**src/rtl/alu_arb.sv**
```systemverilog
// Two-requester arbiter in front of a shared combinational ALU: IDLE -> EXEC -> RESP per operation.
// Define ALU_ARB_FIXED_PRIO_EN for fixed priority (requester 0 wins ties); default is round-robin.
module alu_arb #(
    parameter int N = 4
) (
    input  logic           clk,
    input  logic           rst_n,
    input  logic           req0_valid,
    output logic           req0_ready,
    input  logic [N-1:0]   req0_a,
    input  logic [N-1:0]   req0_b,
    input  logic [2:0]     req0_op,
    input  logic           req1_valid,
    output logic           req1_ready,
    input  logic [N-1:0]   req1_a,
    input  logic [N-1:0]   req1_b,
    input  logic [2:0]     req1_op,
    output logic           rsp0_valid,
    input  logic           rsp0_ready,
    output logic [2*N-1:0] rsp0_data,
    output logic           rsp1_valid,
    input  logic           rsp1_ready,
    output logic [2*N-1:0] rsp1_data,
    output logic [N-1:0]   alu_x,
    output logic [N-1:0]   alu_y,
    output logic [2:0]     alu_sel,
    input  logic [2*N-1:0] alu_out,
    output logic           busy
);

    localparam logic [1:0] IDLE = 2'd0;
    localparam logic [1:0] EXEC = 2'd1;
    localparam logic [1:0] RESP = 2'd2;

    logic [1:0]   state_reg, state_next;
    logic [N-1:0] a_reg, b_reg;
    logic [2:0]   op_reg;
    logic         owner_reg;

    logic [1:0]   req_valid, req_ready, rsp_valid, rsp_ready;
    logic         any_valid, grant, accept, rsp_done;
    logic [N-1:0] sel_a, sel_b;
    logic [2:0]   sel_op;

    assign req_valid = {req1_valid, req0_valid};
    assign rsp_ready = {rsp1_ready, rsp0_ready};
    assign any_valid = |req_valid;

`ifdef ALU_ARB_FIXED_PRIO_EN
    assign grant = ~req_valid[0];
`else
    logic last_grant_reg;

    // On a tie, favour whoever was not served last.
    always_comb begin
        grant = ~req_valid[0];
        if (&req_valid) begin
            grant = ~last_grant_reg;
        end
    end

    always_ff @(posedge clk or negedge rst_n) begin
        if (!rst_n) begin
            last_grant_reg <= 1'b1;
        end else if (rsp_done) begin
            last_grant_reg <= owner_reg;
        end
    end
`endif

    assign accept   = |(req_valid & req_ready);
    assign rsp_done = (state_reg == RESP) && rsp_ready[owner_reg];
    assign sel_a    = grant ? req1_a  : req0_a;
    assign sel_b    = grant ? req1_b  : req0_b;
    assign sel_op   = grant ? req1_op : req0_op;

    always_comb begin
        state_next = state_reg;
        case (state_reg)
            IDLE:    if (accept) state_next = EXEC;
            EXEC:    state_next = RESP;
            RESP:    if (rsp_done) state_next = IDLE;
            default: state_next = IDLE;
        endcase
    end

    always_ff @(posedge clk or negedge rst_n) begin
        if (!rst_n) begin
            state_reg <= IDLE;
            a_reg     <= '0;
            b_reg     <= '0;
            op_reg    <= '0;
            owner_reg <= 1'b0;
        end else begin
            state_reg <= state_next;
            if (accept) begin
                a_reg     <= sel_a;
                b_reg     <= sel_b;
                op_reg    <= sel_op;
                owner_reg <= grant;
            end
        end
    end

    genvar gi;
    generate
        for (gi = 0; gi < 2; gi++) begin : g_req
            logic [2*N-1:0] data_reg;

            // Ready is gated by rst_n so it reads 0 while reset is held.
            assign req_ready[gi] = rst_n && (state_reg == IDLE) && any_valid && (grant == 1'(gi));
            assign rsp_valid[gi] = (state_reg == RESP) && (owner_reg == 1'(gi));

            always_ff @(posedge clk or negedge rst_n) begin
                if (!rst_n) begin
                    data_reg <= '0;
                end else if ((state_reg == EXEC) && (owner_reg == 1'(gi))) begin
                    data_reg <= alu_out;
                end
            end
        end
    endgenerate

    assign req0_ready = req_ready[0];
    assign req1_ready = req_ready[1];
    assign rsp0_valid = rsp_valid[0];
    assign rsp1_valid = rsp_valid[1];
    assign rsp0_data  = g_req[0].data_reg;
    assign rsp1_data  = g_req[1].data_reg;
    assign alu_x      = a_reg;
    assign alu_y      = b_reg;
    assign alu_sel    = op_reg;
    assign busy       = (state_reg != IDLE);

endmodule

```
**config.mk**
```make
export PLATFORM = sky130hd
export DESIGN_NAME = alu_arb
export DESIGN_NICKNAME = d
export VERILOG_FILES = /design/src/rtl/alu_arb.sv
export SDC_FILE = /design/constraint.sdc
export NUM_CORES = 1
export LEC_CHECK = 0
export ABC_CLOCK_PERIOD_IN_PS = 1200
export CORE_MARGIN = 3
export CORE_UTILIZATION = 35
export CTS_CLUSTER_SIZE = 12
export DETAILED_ROUTE_END_ITERATION = 7
export HOLD_SLACK_MARGIN = 0.03
export PLACE_DENSITY = 0.79
export SETUP_SLACK_MARGIN = 0.2
export SLEW_MARGIN = 20
export SYNTH_ARGS = -nofsm -noshare
export SYNTH_HDL_FRONTEND = slang
export SYNTH_SLANG_ARGS = --single-unit
export TNS_END_PERCENT = 50
```
**constraint.sdc**
```tcl
create_clock -name clk -period 1.2 [get_ports clk]
set_input_delay 0.24 -clock clk [delete_from_list [all_inputs] [get_ports clk]]
set_output_delay 0.24 -clock clk [all_outputs]
set_load 0.02 [all_outputs]
```
---- Word level (Yosys, flattened, before mapping) ----
Cells that the tools add are included.
word-level totals
  register bits ........................... 31
  input port bits ......................... 36
  word-level logic and storage cells ...... 42
operators by class
  magnitude comparators ................... 1
  equal/unequal tests ..................... 4
  mux-type cells .......................... 9
  bitwise operators ....................... 5
  reductions and logical operators ........ 15
operators by type and width
  cell                                                                           number
  1-bit logical AND                                                              9
  4-bit two-way mux                                                              2
  2-bit one-hot mux with 3 select lines                                          1
  2-bit two-way mux                                                              2
  2-bit inequality test (second input constant)                                  2
  1-bit NOT                                                                      4
  2-bit AND reduction                                                            2
  2-bit OR reduction                                                             2
  1-bit two-way mux                                                              3
  3-bit two-way mux                                                              1
  2-bit bitwise AND                                                              1
  2-bit by 1-bit equality test with 1-bit output (second input constant)         1
  2-bit equality test (second input constant)                                    1
  2-bit zero test                                                                1
  1-bit by 2-bit less-than comparator with 1-bit output (second input constant)  1
  2-bit nonzero test                                                             1

---- Logic depth before layout (Yosys ltp) ----
  depth in word-level cells ............... 8
  depth in mapped cells ................... 4
  depth with buffers taken out ............ 3

---- Least setup slack after synthesis ----
OpenSTA, ideal clock, no wires.
  kind .................................... reg-to-output
  start ................................... register state_reg[1]
  end ..................................... output port req0_ready
  data arrival time ....................... 1121 ps
  slack ................................... -161 ps
  stages on the path, launching flop included .. 5
  cell sequence ........................... dfrtp_1 -> nor3b_1 -> nand3_1 -> buf_4 -> inv_1
on the way
  word-level cells in the longest chain between the ends .. 4
RTL lines
  what                            line  text
  start, declared                 35    logic [1:0] state_reg, state_next;
  start signal, assigned          95    state_reg <= state_next;
  2-bit zero test                 111   assign req_ready[gi] = rst_n && (state_reg == IDLE) && any_valid && (grant == 1'(gi));
  1-bit logical AND (3 in a row)  111
  end, declared                   9     output logic req0_ready,
No other way between the ends.

---- Worst setup path after layout ----
  start ................................... register state_reg[1]
  end ..................................... output port req1_ready
on the way
  word-level cells in the longest chain between the ends .. 4
RTL lines
  what                            line  text
  2-bit zero test                 111
  1-bit logical AND (3 in a row)  111
  end, declared                   14    output logic req1_ready,
No other way between the ends.

==> results.sh <==
export IMPL_wirelength_um=3964
export IMPL_start_util_pct=38.13
export IMPL_antenna_found_initial=0
export IMPL_layout_drive_gt1_share_pct=52.63
export IMPL_yosysSeqAreaShare_pct=57.88
export IMPL_leakage_nw=1.104
export IMPL_final_max_slew_viol_count=0
export IMPL_synth_edff_count=0
export IMPL_area_sequential_sq_um=779.5
export IMPL_die_x_um=67.94
export IMPL_clock_latency_ns=0.28
export IMPL_synth_common_cells="dfrtp_1, mux2_2, o21bai_1, o221a_2"
export IMPL_core_area_sq_um=3521
export IMPL_syn_nets=134
export IMPL_cp_end_kind="output port"
export IMPL_die_y_um=67.94
export IMPL_htree_num_levels=2
export IMPL_critPathRequiredTime_ns=0.96
export IMPL_setup_viol_count_final=35
export IMPL_drtIter0Drc=84
export IMPL_std_cell_rows=21
export IMPL_cap_violations=0
export IMPL_grt_setup_unrepaired="true"
export IMPL_port_buffers=67
export IMPL_wl_per_cell_um=16.80
export IMPL_p_per_area_nw_per_um2=2568
export IMPL_hold_viol=0
export IMPL_syn_to_final_growth_pct=82.67
export IMPL_slowest_stage="dfrtp_2"
export IMPL_overflow=0
export IMPL_violations="negative setup slack"
export IMPL_via_per_inst=4.919
export IMPL_num_vias=1161
export IMPL_multi_input_area_sq_um=596.8
export IMPL_relSlewSlack_pct=73.90
export IMPL_ys_warn_count=0
export IMPL_post_synth_top_count_cell="dfrtp_1"
export IMPL_status="complete, but fails checks"
export IMPL_die_area_sq_um=4615
export IMPL_post_route_cell_area_sq_um=2452
export IMPL_path_class="flop to output port"
export IMPL_worst_pin_slew_ns=0.3915
export IMPL_synth_area_sq_um=1343
export IMPL_ant_nets=0
export IMPL_fin_ws_ns=-0.2860
export IMPL_clock_fmax_mhz=672.9
export IMPL_antennaDiodeCount=0
export IMPL_post_route_min_period_ns=1.486
export IMPL_fillers=258
export IMPL_clockBufferDepth=2
export IMPL_place_area_sq_um=2136
export IMPL_grt_usage_pct=18.46
export IMPL_crit_chain="nor3b_2, nand3_1, inv_2, buf_6"
export IMPL_synth_main_ff_cell="dfrtp_1"
export IMPL_path_clk_slew_ns=0.07
export IMPL_syn_inst=98
export IMPL_critPathMaxFanout=4
export IMPL_cts_sinks=31
export IMPL_slowest_delay_ns=0.43
export IMPL_io_pins=68
export IMPL_grt_pass1_vias=1221
export IMPL_synthDominantCellAreaShare_pct=55.92
export IMPL_start_kind="flop"
export IMPL_first_pass_iters=4
export IMPL_fin_hold_ws_ns=0.2282
export IMPL_yosys_cell_types_count=26
export IMPL_hpwl_um=2843
export IMPL_place_gp_congestion=0.7361
export IMPL_drc=0
export IMPL_grt_max_degree=32
export IMPL_vdd_drop_max_uv=1393
export IMPL_cts_root_buf="clkbuf_8"
export IMPL_cts_tree="yes"
export IMPL_hold_buffers=0
export IMPL_nNetsFinal=225
export IMPL_ys_ff_latch=31
export IMPL_hp_class="input pin to async pin"
export IMPL_fin_crit_sh_pct=123.8
export IMPL_finClkSkew_ns=0.007118
export IMPL_cts_made_buffers=5
export IMPL_netlist_top_cells_area="dfrtp_1, mux2_2, o221a_2, o21bai_1, dfstp_2"
export IMPL_grt_pass1_wl_um=6203
export IMPL_async_reset_ff_share_pct=100.0
export IMPL_synth_top_area_cell="dfrtp_1"
export IMPL_avgSynthCellArea_sq_um=13.70
export IMPL_cp_data_arrival_time_ns=1.25
==> layout make-up <==
cell class                 count  area share, %
tap                           46          2.347
timing repair buffer          89          37.96
clock buffer                   8          3.265
inverter                       2         0.3061
multi-input combinational     60          24.34
sequential                    31          31.79
==> logic make-up (layout without fill, tap and decap cells) <==
| logic type | count (synthesis) | in the layout | synth area share (%) |
|---|---|---|---|
| AO/OA/AOI/OAI | 26 | 26 | 17.52 |
| AND/OR/NAND/NOR | 17 | 17 | 7.364 |
| flip-flops | 31 | 31 | 57.88 |
| multiplexers | 17 | 17 | 14.26 |
| buffers and inverters | 7 | 99 | 2.982 |
==> worst paths after layout <==
check,start,to,slack [ns],cells after the start
setup / recovery,state_reg[1],req1_ready,-0.29,4
hold / removal,rst_n,alu_x[1],0.23,3
setup reg to reg,state_reg[1],alu_x[0],-0.27,4
hold reg to reg,rsp0_data[3],rsp0_data[3],0.53,1
max in group asynchronous,rst_n,last_grant_reg,0.66,3
min in group clk,rsp0_data[3],rsp0_data[3],0.53,1
==> power breakdown <==
group	switching, mW	internal [mW]	leakage (nW)	total [mW]
sequential	0.401	1.57	0.354	1.97
clock	0.364	0.411	0.0395	0.775
combinational	1.44	2.12	0.711	3.55
==> through the flow <==
step,std cells,power (mW),setup WS (ns),TNS (ns),util (%)
after global routing,236,6.604,-0.3292,-9.039,69.65
after floorplan,98,3.388,-0.1053,-1.667,-
final,236,6.297,-0.2860,-7.449,69.65
after detailed placement,216,4.862,-0.7835,-11.26,60.66
after global placement,216,4.778,-0.7175,-10.26,60.66
after CTS,232,6.216,-0.2945,-7.178,67.84
==> routing by layer <==
metal  track usage (%)  up-vias  wire [um]
li1                  -      541          -
met1             23.06      576       1632
met2             29.48       37       2035
met3             5.419        7        219
met4             8.189        0         76
met5                 0        -          0
==> critical path: cells and delay by family (launching register included) <==
family / cells / cell delay, ns
DFF: 1 / 0.43
and+or+nand+nor: 2 / 0.35
buffers and inverters: 2 / 0.19
==> what timing repair did <==
item	CTS	global route
endpoints found under the setup margin	63	63
cloned	0	1
pin swaps	4	4
setup buffers	8	3
gates resized for setup	213	5
==> placed cells by master (no fill, tap or decap), types with 2 or more instances in the layout <==
cell type	Yosys	routed
o221a_2	11	11
nand2_1	2	2
dfrtp_2	0	2
o21bai_1	11	11
nand2b_1	3	2
clkbuf_8	0	5
buf_4	1	14
nor2_4	0	2
inv_2	0	2
mux2_4	0	9
mux2_2	16	7
dfrtp_1	30	28
clkdlybuf4s50_1	0	34
clkbuf_1	1	3
buf_6	1	37
nand3_1	2	2
(Power assumes the default switching activity.)
